File: config.mk
export PLATFORM = sky130hd
export DESIGN_NAME = window_sum
export DESIGN_NICKNAME = d
export VERILOG_FILES = /design/src/rtl/window_sum.sv
export SDC_FILE = /design/constraint.sdc
export NUM_CORES = 1
export LEC_CHECK = 0
export BUFFER_PORTS_ARGS = -buffer_cell sky130_fd_sc_hd__buf_4
export CAP_MARGIN = 20
export CORE_ASPECT_RATIO = 1.2
export CORE_MARGIN = 5
export CORE_UTILIZATION = 30
export CTS_CLUSTER_SIZE = 24
export DETAILED_ROUTE_END_ITERATION = 12
export HOLD_SLACK_MARGIN = 0.12
export PLACE_DENSITY = 0.59
export SETUP_SLACK_MARGIN = 0.2
export SLEW_MARGIN = 20
export SYNTH_ARGS = -nofsm -noshare
export SYNTH_HDL_FRONTEND = slang
export SYNTH_SLANG_ARGS = --single-unit
File: constraint.sdc
create_clock -name clk -period 4.8 [get_ports clk]
set_input_delay 0.48 -clock clk [delete_from_list [all_inputs] [get_ports clk]]
set_output_delay 0.48 -clock clk [all_outputs]
set_load 0.1 [all_outputs]
File: src/rtl/window_sum.sv
// window_sum: running sum and average over the last DEPTH accepted samples
module window_sum #(
   parameter int W     = 32,
   parameter int DEPTH = 8,
   localparam int L    = $clog2(DEPTH)
) (
   input  logic           clk,
   input  logic           rst,
   input  logic           en,
   input  logic           clr,
   input  logic [W-1:0]   x,
   output logic [W+L-1:0] y,
   output logic [W-1:0]   avg,
   output logic [L:0]     cnt,
   output logic           full
);
   logic [W-1:0] mem [DEPTH];
   logic [L-1:0] wp;
   logic [W-1:0] old;
   assign old = full ? mem[wp] : '0;
   assign avg = y[W+L-1:L];
   // sample buffer: write the accepted sample over the oldest slot, no reset needed
   always_ff @(posedge clk)
      if (en && !clr) mem[wp] <= x;
   // window bookkeeping: running sum, pointer, saturating count and full flag
   always_ff @(posedge clk or negedge rst)
      if (!rst) begin
         y    <= '0;
         cnt  <= '0;
         wp   <= '0;
         full <= 1'b0;
      end else if (clr) begin
         y    <= '0;
         cnt  <= '0;
         wp   <= '0;
         full <= 1'b0;
      end else if (en) begin
         y    <= (W+L)'({1'b0, y} + (W+L+1)'(x) - (W+L+1)'(old));
         wp   <= wp + L'(1);
         cnt  <= full ? cnt : cnt + (L+1)'(1);
         full <= full | (cnt == (L+1)'(DEPTH-1));
      end
endmodule
Word level (Yosys, flattened, before mapping). Memories as Yosys holds them, arrays and structs flattened. Index checks and enable logic that the tools add are counted.

Bits in registers: 43. RAM bits: 256. Input port bits: 36. Output and inout port bits: 72. Word-level logic and storage cells: 28. Memories: 1.

Add/subtract/negate cells: 4. Equality and inequality tests: 2. Multiplexer cells: 12. Bitwise operators: 1. Reduce and logical (&&, ||, !) cells: 4.

Memories: mem (depth 8, bits a word 32, read ports 1, clocked after Yosys merged registers in 0, write ports 1, line 17) `logic [W-1:0] mem [DEPTH];`.

Operators with widths (count): 35-bit 2-to-1 mux (2); 35-bit by 32-bit adder with 35-bit output (1); 35-bit by 32-bit subtractor with 35-bit output (1); 32-bit 2-to-1 mux (1); 4-bit 2-to-1 mux (3); 3-bit 2-to-1 mux (2); 4-bit by 1-bit adder with 4-bit output, second input constant (1); 4-bit by 3-bit == test with 1-bit output, second input constant (1); 1-bit 2-to-1 mux (4); 3-bit by 1-bit adder with 3-bit output, second input constant (1); 2-bit inequality test, second input constant (1); 2-bit AND reduction (1); 2-bit nonzero test (1); 1-bit logical AND (1); 1-bit zero test (1); 1-bit bitwise OR (1).

Depth between registers and ports, before layout. An unclocked memory read counts as a cell.

Depth after elaboration: 5. Depth in mapped cells: 22. Mapped depth without buffers: 19.

Worst setup path before layout. OpenSTA, ideal clock, no wires.

Kind: reg-to-reg. Start: register wp[0]. End: register y[34]. Data arrival time: 4.803 ns. Data required time: 4.710 ns. Path slack: -0.093 ns. Stages on the path, launching flop included: 19. Period minus slack after synthesis: 4.893 ns. Path through: dfrtp_1 clkbuf_1 clkbuf_1 buf_1 mux2i_1 o22ai_1 o21a_1 fa_1 fa_1 nor2b_1 o31ai_1 a21oi_1 nor2_1 o31a_2 o211a_4 a21oi_4 a21oi_2 or4b_1 o2111ai_1.

Word-level cells in the longest chain between the ends: 5.

RTL lines: from (decl) (line 18) `logic [L-1:0] wp;`; from (signal assigned) (line 39) `wp <= wp + L'(1);`; memory read 8 x 32 bit; 32-bit 2-to-1 mux (line 20) `assign old = full ? mem[wp] : '0;`; 35-bit by 32-bit subtractor with 35-bit output (line 38) `y <= (W+L)'({1'b0, y} + (W+L+1)'(x) - (W+L+1)'(old));`; 35-bit 2-to-1 mux (line 37) `end else if (en) begin`; 35-bit 2-to-1 mux (line 32) `end else if (clr) begin`; to (signal assigned) (line 38); to (decl) (line 12) `output logic [W+L-1:0] y,`.

Every way passes these cells. The select of a mux whose other input is x is not followed. A chain may end at the register's enable or synchronous reset.

Worst setup path in the final report. Same ends and word-level chain as after synthesis.

==> flow_metrics.tcl <==
set metrics [dict create \
    finClkSkew_ps 11.5 \
    synth_area_sq_um 14800 \
    die_w_microns 213 \
    syn_inst 1142 \
    synth-seq-cells 299 \
    die_y_microns 253 \
    finalSetupViolCount 0 \
    cts_buffers 31 \
    grt_antenna_before_repair 0 \
    hold_viol 0 \
    num_rows 89 \
    rr_startpoint "wp[0]" \
    h-tree-depth 1 \
    wl_per_cell_microns 20.4 \
    yosysTopAreaCellShare 0.519 \
    reg2regPathDepth 18 \
    fin_cells 1950 \
    critPathRequiredTime_ps 5280 \
    grt_max_degree 58 \
    grt_pass1_wl_microns 58600 \
    yosysSeqAreaShare 0.592 \
    holdWs_ps 153 \
    grt_pass1_vias 9619 \
    start_util 0.302 \
    power.density_nw_per_um2 573 \
    clk_transition_reported_paths_ps 70 \
    worstMarginPinSlew_ps 1050 \
    period_needed_ps 4460 \
    yosys_warnings 0 \
    slew_headroom 0.294 \
    ys.flop_type "edfxtp_1" \
    syn_area_per_cell_sq_um 13.0 \
    cts_tree "built" \
    leakagePower_nw 6.98 \
    synth_async_sr_flop_share 0.144 \
    die-area_sq_um 53900 \
    yosysMostFrequentCell "edfxtp_1" \
    root_buffer "clkbuf_16" \
    fmaxAchievable_mhz 224 \
    setup_tns_ps 0 \
    worstSetupEndpoint "y[34]" \
    syn2layout_area_growth_pct 22.9 \
    outcome "finished, final reports clean" \
    grt-ovfl-total 0 \
    nets 1394 \
    clock_path_buffers 3 \
    p_total_mw 10.4 \
    hold_class "in -> reg" \
    dp_hpwl_microns 26900 \
    cts_num_sinks 299 \
    min_period_over_period 0.928 \
    grt_usage 0.142 \
    core_sq_um 49000 \
    rsz0062_at_grt "yes" \
    num_vias 9438 \
    ant_nets 0 \
    avgViaCountPerCell 4.84 \
    drc 0 \
    start_kind "flip-flop" \
    synth_fp_nets 1247 \
    num-fill-cells 4667 \
    drtPass1Iterations 8 \
    drive_above_1_share 0.255 \
    crit_fanout 7 \
    slew_viol_final 0 \
    critPathLaunch "wp[0]" \
    hp-start "x[28]" \
    r2r-end "y[34]" \
    max_cap_viol_count 0 \
    drt-initial-drc-count 646 \
    gp_congestion 0.867 \
    path_class "reg -> reg" \
    drt_wl_total_microns 39700 \
    netlist.top_cell.by_area "edfxtp_1" \
    pin_count 108 \
    reg2reg_slack_ps 340 \
    synth_area_leaders "edfxtp_1 52%, dfrtp_1 7.3%, mux2i_1 7.0%, fa_1 4.3%, inv_1 3.5%" \
    crit_arrival_ps 4940 \
    synth_edf_count 256 \
    placedCellCount 1862 \
    yosys-top-cells-count "256 x edfxtp_1, 137 x inv_1, 103 x mux2i_1, 84 x nor2_1, 45 x a21oi_1" \
    port_buffers 107 \
    synth_cell_types 64 \
    cp-end-kind "flip-flop" \
    ir_drop_v 0.000482 \
    clk_latency_ps 570 \
]
report_power, final:
group          internal [mW]  switching, mW  total (mW)
logic                   1.62           3.32        4.94
clock network           1.32          0.997        2.31
registers               2.97          0.205        3.18
critical path, stage by stage, from the launching register on:
cell and delay, ps:
dfrtp_4 460, buf_12 130, buf_4 160, mux4_2 520
a221oi_2 230, nor2b_1 90, fa_1 490, inv_1 60
ha_2 380, nand2_1 60, o21ai_1 210, a221oi_2 120
o211a_1 250, o31a_4 120, o211a_4 280, a21oi_4 160
a21oi_2 90, or4b_4 490, o2111ai_2 80
cell usage in the layout, fill, tap and decap left out, types with 5 or more instances in the layout:
master / n
clkinv_1: 5
ha_4: 6
fa_1: 32
clkbuf_1: 7
buf_12: 9
a21oi_2: 6
xor2_1: 11
nand2b_1: 8
nand3_1: 6
nand4_1: 8
a21o_1: 12
a21oi_1: 40
o22ai_1: 31
a22oi_1: 11
clkinv_2: 5
o211ai_1: 9
inv_1: 137
edfxtp_1: 256
nand2_1: 27
o21a_1: 32
mux4_2: 8
ha_1: 29
mux2_2: 14
dfrtp_1: 40
nor2b_1: 9
o21ai_0: 19
buf_4: 178
nor2_1: 80
clkbuf_16: 34
xnor2_1: 20
mux2i_1: 99
worst min-delay path by stage:
stage	cells past startpoint	slack [ps]	endpoint
6_report	1	150	mem[5][28]
5_1_grt	1	150	mem[2][1]
4_1_cts	1	130	mem[7][28]
3_5_place_dp	1	570	y[32]
3_3_place_gp	1	560	y[32]
2_1_floorplan	0	180	cnt[0]
cell families (layout without fill, tap and decap cells):
kind of cell             after synthesis  after routing  synth area share
AO/OA/AOI/OAI                        217            217            0.0995
XOR/XNOR                              31             31            0.0183
adder cells (fa/ha/maj)               69             69            0.0746
buffers and inverters                220            390            0.0639
flip-flops                           299            299             0.592
multiplexers                         125            125            0.0925
other                                  0              1                 0
AND/OR/NAND/NOR                      181            181            0.0590
sequential cells by signal, indices dropped and copies added (netlist names):
| register | cells |
|---|---|
| mem | 256 |
| y | 35 |
| cnt | 4 |
| wp | 3 |
| full | 1 |
stage by stage:
stage | utilization | setup slack (ps) | instance area [sq um]
final | 0.371 | 343 | 18200
after global routing | 0.371 | 173 | 18200
after CTS | 0.360 | 175 | 17700
after detailed placement | 0.338 | 72.9 | 16500
after global placement | 0.337 | 94.2 | 16500
after floorplan | - | 212 | 14800
layout make-up:
cell class	count	area [sq um]	share of cell area
inverters	137	514	0.0283
flip-flops and latches	299	8770	0.483
multi-input cells	623	5440	0.299
repair buffers	197	1690	0.0929
clock buffers	40	830	0.0456
well taps	637	797	0.0438
clock inverters	16	135	0.00743
diodes	1	2.50	0.000138
layer usage:
metal	global-route usage	part of all wire	up-vias
met3	0.0175	0.045	54
met1	0.188	0.43	4730
met2	0.243	0.50	264
met4	0.0423	0.026	0
met5	0	0	-
li1	-	-	4390
timing repair:
| action | 4_1_cts | 5_1_grt |
|---|---|---|
| setup buffers | 11 | 16 |
| hold buffers | 1 | 0 |
| setup endpoints to repair | 7 | 11 |
| pin swaps | 0 | 13 |
| gates resized for setup | 11 | 71 |
| endpoints found under the hold margin | 43 | 0 |
| gates cloned | 0 | 3 |
Note: power is estimated with default switching activity, not from simulation.
